## config.mk

```make
export PLATFORM = sky130hd
export DESIGN_NAME = ss_addsub_accum_n
export DESIGN_NICKNAME = d
export VERILOG_FILES = /design/src/rtl/ss_arith_pkg.sv /design/src/rtl/ss_popcount.sv /design/src/rtl/ss_addsub_accum_n.sv
export SDC_FILE = /design/constraint.sdc
export NUM_CORES = 1
export LEC_CHECK = 0
export ABC_AREA = 1
export CAP_MARGIN = 20
export CORE_AREA = 2 2 59 61
export CTS_CLUSTER_SIZE = 25
export DETAILED_ROUTE_END_ITERATION = 10
export DIE_AREA = 0 0 61 63
export GPL_TIMING_DRIVEN = 1
export PLACE_DENSITY = 0.83
export SLEW_MARGIN = 5
export SYNTH_ARGS = -nofsm -noshare
export SYNTH_HDL_FRONTEND = slang
export SYNTH_SLANG_ARGS = --single-unit
export TNS_END_PERCENT = 50
```

## constraint.sdc

```tcl
create_clock -name CLK -period 17.2 [get_ports CLK]
set_input_delay 1.72 -clock CLK [delete_from_list [all_inputs] [get_ports CLK]]
set_output_delay 1.72 -clock CLK [all_outputs]
set_load 0.01 [all_outputs]
```

## src/rtl/ss_arith_pkg.sv

```systemverilog
`default_nettype none
// +----------------------------------------------------------------------+
// | ss_arith_pkg : shared helpers and constants for stochastic arithmetic |
// | Rev 1.0                                                              |
// +----------------------------------------------------------------------+
package ss_arith_pkg;

  function automatic int clog2(input int value);
    int r;
    r = 0;
    while ((1 << r) < value) r++;
    return r;
  endfunction

  localparam int N_DEF = 6;
  localparam int CNT_W = clog2(N_DEF + 1);

  // Largest magnitude held by a symmetric two's-complement accumulator.
  function automatic int acc_limit(input int acc_w);
    return (1 << (acc_w - 1)) - 1;
  endfunction

  localparam logic SGN_POS = 1'b0;
  localparam logic SGN_NEG = 1'b1;

endpackage
`default_nettype wire

```

## src/rtl/ss_popcount.sv

```systemverilog
`default_nettype none
// +----------------------------------------------------------------------+
// | ss_popcount : combinational population count of an N-bit vector      |
// | Rev 1.0                                                              |
// +----------------------------------------------------------------------+
module ss_popcount
  import ss_arith_pkg::*;
#(
  parameter int N     = N_DEF,
  parameter int CNT_W = clog2(N + 1)
) (
  input  logic [N-1:0]     bits,
  output logic [CNT_W-1:0] count
);

  always_comb begin
    count = '0;
    for (int i = 0; i < N; i++) begin
      count = count + CNT_W'(bits[i]);
    end
  end

endmodule
`default_nettype wire

```

## src/rtl/ss_addsub_accum_n.sv

```systemverilog
`default_nettype none
// +----------------------------------------------------------------------+
// | ss_addsub_accum_n : signed N-input stochastic adder/subtractor with   |
// | exact saturating residue accumulator. SS_ADDSUB_SATCNT_EN adds SAT_CNT|
// | Rev 1.0                                                              |
// +----------------------------------------------------------------------+
module ss_addsub_accum_n
  import ss_arith_pkg::*;
#(
  parameter int N          = 6,
  parameter int ACC_W      = 8,
  parameter int SCALE_LOG2 = 0
) (
  input  logic             CLK,
  input  logic             INIT,
  input  logic             EN,
  input  logic [N-1:0]     IN,
  input  logic [N-1:0]     SIGN,
  output logic             OUT,
  output logic             SIGN_out,
  output logic             SAT,
`ifdef SS_ADDSUB_SATCNT_EN
  output logic [15:0]      SAT_CNT,
`endif
  output logic [ACC_W-1:0] ACC
);

  localparam int c_CNT_W = clog2(N + 1);
  localparam int c_SW    = ACC_W + 1;
  localparam logic signed [c_SW-1:0] c_T = c_SW'(1 << SCALE_LOG2);
  localparam logic signed [c_SW-1:0] c_L = c_SW'(acc_limit(ACC_W));

  logic [N-1:0]              w_pos_bits, w_neg_bits;
  logic [c_CNT_W-1:0]        w_p, w_m;
  logic signed [c_SW-1:0]    w_d, w_sum, w_r;
  logic signed [ACC_W-1:0]   w_next;
  logic                      w_emit, w_neg, w_sat;

  logic                      r_out, r_sign, r_sat;
  logic signed [ACC_W-1:0]   r_acc;

  assign w_pos_bits = IN & ~SIGN;
  assign w_neg_bits = IN & SIGN;

  ss_popcount #(.N(N), .CNT_W(c_CNT_W)) u_pop_p (.bits(w_pos_bits), .count(w_p));
  ss_popcount #(.N(N), .CNT_W(c_CNT_W)) u_pop_m (.bits(w_neg_bits), .count(w_m));

  // One extra bit of headroom so ACC + D never wraps before the clamp.
  assign w_d   = $signed(c_SW'(w_p)) - $signed(c_SW'(w_m));
  assign w_sum = $signed({r_acc[ACC_W-1], r_acc}) + w_d;

  always_comb begin
    w_emit = 1'b0;
    w_neg  = 1'b0;
    w_r    = w_sum;
    if (w_sum >= c_T) begin
      w_emit = 1'b1;
      w_r    = w_sum - c_T;
    end else if (w_sum <= -c_T) begin
      w_emit = 1'b1;
      w_neg  = 1'b1;
      w_r    = w_sum + c_T;
    end
  end

  always_comb begin
    w_sat  = 1'b0;
    w_next = ACC_W'(w_r);
    if (w_r > c_L) begin
      w_sat  = 1'b1;
      w_next = ACC_W'(c_L);
    end else if (w_r < -c_L) begin
      w_sat  = 1'b1;
      w_next = ACC_W'(-c_L);
    end
  end

  always_ff @(posedge CLK) begin
    if (INIT) begin
      r_out  <= 1'b0;
      r_sign <= SGN_POS;
      r_sat  <= 1'b0;
      r_acc  <= '0;
    end else if (EN) begin
      r_out <= w_emit;
      if (w_emit) r_sign <= w_neg ? SGN_NEG : SGN_POS;
      r_sat <= w_sat;
      r_acc <= w_next;
    end else begin
      r_out <= 1'b0;
    end
  end

`ifdef SS_ADDSUB_SATCNT_EN
  logic [15:0] r_sat_cnt;

  always_ff @(posedge CLK) begin
    if (INIT) begin
      r_sat_cnt <= '0;
    end else if (EN && w_sat && (r_sat_cnt != 16'hFFFF)) begin
      r_sat_cnt <= r_sat_cnt + 16'd1;
    end
  end

  assign SAT_CNT = r_sat_cnt;
`endif

  assign OUT      = r_out;
  assign SIGN_out = r_sign;
  assign SAT      = r_sat;
  assign ACC      = r_acc;

endmodule
`default_nettype wire

```

; Yosys cells after proc, flatten, opt, wreduce, memory -nomap -nowiden
; Index checks and enable logic that the tools add are counted.
[word_totals]
wordCells = 38
reg_bits = 11
ram_bits = 0
mem_count = 0
latchBits = 0
mem_bits_ro = 0
out_inout_bits = 11
[classes]
n_div = 0
reduce_logical = 2
addsub = 14
mux = 10
magnitude_cmp = 4
bitwise_logic = 4
n_eq_ne = 0
n_mul = 0
n_shift = 0
[ops]
columns = operator, count
row1 = 3-bit by 1-bit adder with 3-bit output, 8
row2 = 9-bit two-way mux, 2
row3 = 8-bit two-way mux, 2
row4 = 6-bit bitwise AND, 2
row5 = 8-bit by 4-bit adder with 9-bit output, 1
row6 = "9-bit by 2-bit adder with 9-bit output, second input constant", 1
row7 = "9-bit by 2-bit >= comparator with 1-bit output, second input constant", 1
row8 = "9-bit by 8-bit > comparator with 1-bit output, second input constant", 1
row9 = "9-bit by 1-bit less-or-equal comparator with 1-bit output, second input constant", 1
row10 = "9-bit by 8-bit < comparator with 1-bit output, second input constant", 1
row11 = "9-bit by 2-bit subtractor with 9-bit output, second input constant", 1
row12 = 1-bit two-way mux, 6
row13 = 6-bit inverter, 1
row14 = 1-bit by 1-bit adder with 2-bit output, 2
row15 = 3-bit by 3-bit subtractor with 4-bit output, 1
row16 = 2-bit AND reduction, 1
row17 = 2-bit OR reduction, 1
row18 = 1-bit inverter, 1

; Logic depth before layout (Yosys ltp)
[depth]
depth_word = 15
mapped_depth = 35
ltp_nobuf = 35

; Hierarchy
; A second synthesis with hierarchy kept.
[hier_totals]
cells_unflattened = 307
hier_area_um2 = 1928.1
[modules_own_cells]
columns = module, cells_per_inst, area_per_inst_um2, n_inst, seq_area_each_um2
row1 = ss_addsub_accum_n, 283, 1722.9, 1, 220.2
row2 = ss_popcount, 12, 102.6, 2, 0.0

; Worst setup path before layout
; OpenSTA, ideal clock, no wires.
[synth_path]
path_kind = input to register
startpoint = input IN[0]
endpoint = register r_acc[0] (netlist: ACC[0])
setup_ns = 0.109
setup_slack_ns = 10.514
cell_stages = 30
arrival_time_ns = 6.577
path_cell_list = inv_1 > nor2_1 > ha_1 > fa_1 > inv_1 > fa_1 > fa_1 > inv_1 > ha_1 > nand2_1 > nor2_1 > a211oi_1 > ha_1 > or2_1 > nand3_1 > nand2_2 > inv_2 > nand3_1 > nor2_1 > nand3_2 > nand2_8 > inv_4 > nand3_1 > o21ai_1 > xor2_1 > nand2_1 > nand2_4 > nand4_1 > nand2_1 > inv_1
[synth_via]
elab_chain_cells = 14
[synth_rtl]
columns = item, line
row1 = from (decl), ss_addsub_accum_n.sv:17  ; input logic [N-1:0] IN,
row2 = 6-bit bitwise AND (on tied branches), "ss_addsub_accum_n.sv:42, ss_addsub_accum_n.sv:43"
row3 = 1-bit by 1-bit adder with 2-bit output, ss_popcount.sv:19  ; count = count + CNT_W'(bits[i]);
row4 = 3-bit by 1-bit adder with 3-bit output (4 in series), ss_popcount.sv:19
row5 = 3-bit by 3-bit subtractor with 4-bit output (*), ss_addsub_accum_n.sv:49  ; assign w_d = $signed(c_SW'(w_p)) - $signed(c_SW'(w_m));
row6 = 8-bit by 4-bit adder with 9-bit output (*), ss_addsub_accum_n.sv:50  ; assign w_sum = $signed({r_acc[ACC_W-1], r_acc}) + w_d;
row7 = 9-bit by 2-bit adder with 9-bit output / 9-bit by 1-bit less-or-equal comparator with 1-bit output (equally long branches), "ss_addsub_accum_n.sv:62, ss_addsub_accum_n.sv:59"
row8 = 9-bit two-way mux, ss_addsub_accum_n.sv:59  ; end else if (w_sum <= -c_T) begin
row9 = 9-bit two-way mux (*), ss_addsub_accum_n.sv:56  ; if (w_sum >= c_T) begin
row10 = 9-bit by 8-bit < comparator with 1-bit output, ss_addsub_accum_n.sv:72  ; end else if (w_r < -c_L) begin
row11 = 8-bit two-way mux, ss_addsub_accum_n.sv:72
row12 = 8-bit two-way mux (*), ss_addsub_accum_n.sv:69  ; if (w_r > c_L) begin
row13 = to (signal assigned), ss_addsub_accum_n.sv:88  ; r_acc <= w_next;
row14 = to (decl), ss_addsub_accum_n.sv:40  ; logic signed [ACC_W-1:0] r_acc;
; Mark *: on every way between the ends. The rest lies on a longest branch, timed or not.
; A chain may end at the register's enable or synchronous reset.

; Worst setup path after layout
[layout_path]
startpoint = input IN[0]
endpoint = register r_acc[3] (netlist: ACC[3])
; Same word-level chain as after synthesis.

==> results.md <==
- Outcome: finished, final reports clean
- CP Launch Type: input pin
- Clk sinks: 11
- IO Pins: 26
- Unrepaired setup endpoints after global routing: false
- Die width: just over 60 µm
- Yosys top cell area share: 0.143
- Largest area contributor in the netlist: nand2_1
- Tmin final: 7.34 ns
- GP Congestion: approximately 0.9
- Core Region: roughly 3200 µm²
- Syn Area/Cell: 6.41 µm²
- Vias in the first global route: 1711
- CTS root buf: clkbuf_4
- Endpoints failing setup: 0
- CP top delay family: adder cells
- Hold-fix buffers, CTS: 0
- Slew HR: 0.587
- Area of the multi-input gates: 1370 µm²
- ANT cells: 0
- Initial DRT Pass Iterations: 4
- Setup bufs post-CTS: 0
- Worst-Skew Late Latency: 0.26 ns
- Commonest cells after routing, fill and taps aside: 70 x nand2_1, 54 x inv_1, 35 x nand3_1
- Final WL: roughly 4000 µm
- Mapped cell area: between 1500 and 2000 µm²
- Initial Util: 0.567
- Post-synthesis sequential element count: 11
- Worst Path Required: 17.39 ns
- Crit path max fanout: 8
- Slowest cell delay on critical path: 0.54 ns
- Inserted Clock Buffers: 3
- Port bufs: 25
- Transition time at the pin with the least slew margin: roughly 0.62 ns
- Global router's overall resource usage: 0.238
- DIE AREA: about 3800 µm²
- Register area share after synthesis: 0.120
- Clock transition at path regs: ~0.070 ns
- DR vias/cell: 5.00
- # rows: 21
- Synth area leaders: nand2_1 14%, dfxtp_1 12%, ha_1 12%
- Largest net degree at the start of global routing: 20
- Register area: 220 µm²
- Layout cells sized above 1: 0.0962
- Die Span Y: 63 µm
- Synth unique cells: 33
- Synthesized instance count: 286
- Setup TNS: 0 ns
- Initial antenna violation count: 0
- CTS max path bufs: 2
- Arrival @ worst endpoint: 7.53 ns
- Slew Limit Fails: 0
- Crit end category: register
- Routed via count: roughly 1800
- Final worst-path cycle share: 0.427
- Syn_nets: 326
- Nets@finish: 353
- Remaining global-route overflow: 0
- Most frequent cell on the critical path: nand3_1
- Commonest non-fill, non-tap cell in the layout: nand2_1
- # H-tree levels: 1
- Synth warnings: 0
- Final HPWL DP: 3330 µm
- Max_cap viols: 0
- WP buf/inv: 6
- Area delta synth->final: 17.5%
- CTS tree: built
- Post-cts sizing count: 0
- DRT iter0 DRCs: 101
- WL/cell: 11.2 µm
- Final Skew: roughly 0.0033 ns
- Filler Cell Count: roughly 320
- Maximum clock frequency: 136 MHz
- Slowest cell on crit path: fa_1
- Hold WC Path Type: register to register
- First-pass GRT wire length: just over 7000 µm
- # DRC: 0
- Kind of critical path: input pin to register
- Final hold viol count: 0
- Antenna-violating nets left: 0
-- state kept, by name, summed over array words and instances, names as in the netlist --
register  cells
SIGN_out      1
OUT           1
ACC           8
SAT           1
-- layer usage --
layer | track usage | share of wire | vias up
met4 | 0.0625 | 0.0037 | 0
met5 | 0 | 0 | -
met3 | 0.0124 | 0.040 | 2
li1 | - | - | 948
met1 | 0.326 | 0.48 | 798
met2 | 0.399 | 0.48 | 41
-- worst reg2reg max path, stage by stage (launching register included) --
cell	delay, ns
dfxtp_1	0.42
ha_1	0.23
inv_1	0.07
fa_1	0.55
inv_1	0.16
ha_1	0.21
inv_1	0.05
nor2_1	0.11
nand3_1	0.12
nor2_1	0.15
nand2_1	0.13
nand4_4	0.17
nand2_4	0.10
o21ai_1	0.16
xor2_1	0.23
nand2_1	0.13
nand2_4	0.11
nand3_1	0.09
a21oi_1	0.17
-- stage by stage --
stage / std cells / hold slack (ns) / utilization / area, µm² / setup WS [ns]
final: 358 / 0.464 / 0.667 / 2150 / 9.86
after global routing: 358 / 0.505 / 0.667 / 2150 / 9.33
after CTS: 358 / 0.467 / 0.667 / 2150 / 9.88
after detailed placement: 354 / 0.455 / 0.659 / 2130 / 9.61
after global placement: 354 / 0.453 / 0.659 / 2130 / 9.73
after floorplan: 286 / 0.483 / - / 1830 / 10.51
-- layout make-up --
class	instances	area share
well taps	46	0.0267
flip-flops and latches	11	0.102
repair buffers	25	0.116
multi-input cells	213	0.638
clock buffers	4	0.0122
inverters	59	0.105
-- worst paths after layout --
path	startpoint	endpoint	slack, ns	cells after the start
setup reg to reg	ACC[0]$_SDFFE_PP0P_	ACC[3]$_SDFFE_PP0P_	13.77	18
hold / removal	SIGN_out$_SDFFE_PP0P_	SIGN_out$_SDFFE_PP0P_	0.46	2
setup / recovery	IN[0]	ACC[3]$_SDFFE_PP0P_	9.86	30
hold reg to reg	SIGN_out$_SDFFE_PP0P_	SIGN_out$_SDFFE_PP0P_	0.46	2
-- synth_stat cells --
| cell | instances |
|---|---|
| nor2_2 | 1 |
| nand3_2 | 3 |
| xor2_1 | 9 |
| a21oi_1 | 12 |
| nand4_1 | 2 |
| o21ai_0 | 1 |
| nand2_2 | 9 |
| ha_1 | 17 |
| dfxtp_1 | 11 |
| nand3b_1 | 1 |
| or2_1 | 1 |
| nor2_1 | 21 |
| buf_2 | 1 |
| nand2_1 | 70 |
| fa_1 | 8 |
| nor3_1 | 2 |
| inv_2 | 3 |
| inv_1 | 54 |
| xnor2_1 | 3 |
| xor2_4 | 1 |
| nand4_4 | 1 |
| nand3_1 | 35 |
| inv_4 | 2 |
| nand2_8 | 1 |
| o21ai_1 | 6 |
| o21ai_2 | 1 |
| nand2_4 | 2 |
| a21o_1 | 1 |
| o21a_1 | 1 |
| nor3_2 | 2 |
| a211oi_1 | 1 |
| nand4_2 | 1 |
| clkbuf_1 | 2 |
-- cell families after synthesis --
logic type / Yosys count / share of synthesized area
adder cells (fa/ha/maj): 25 / 0.203
flip-flops: 11 / 0.120
buffers and inverters: 62 / 0.130
AND/OR/NAND/NOR: 152 / 0.405
XOR/XNOR: 13 / 0.0724
AO/OA/AOI/OAI: 23 / 0.0689
Power is not shown: default switching activity piles up to over one toggle a cycle in this logic, so the estimate is an artifact.
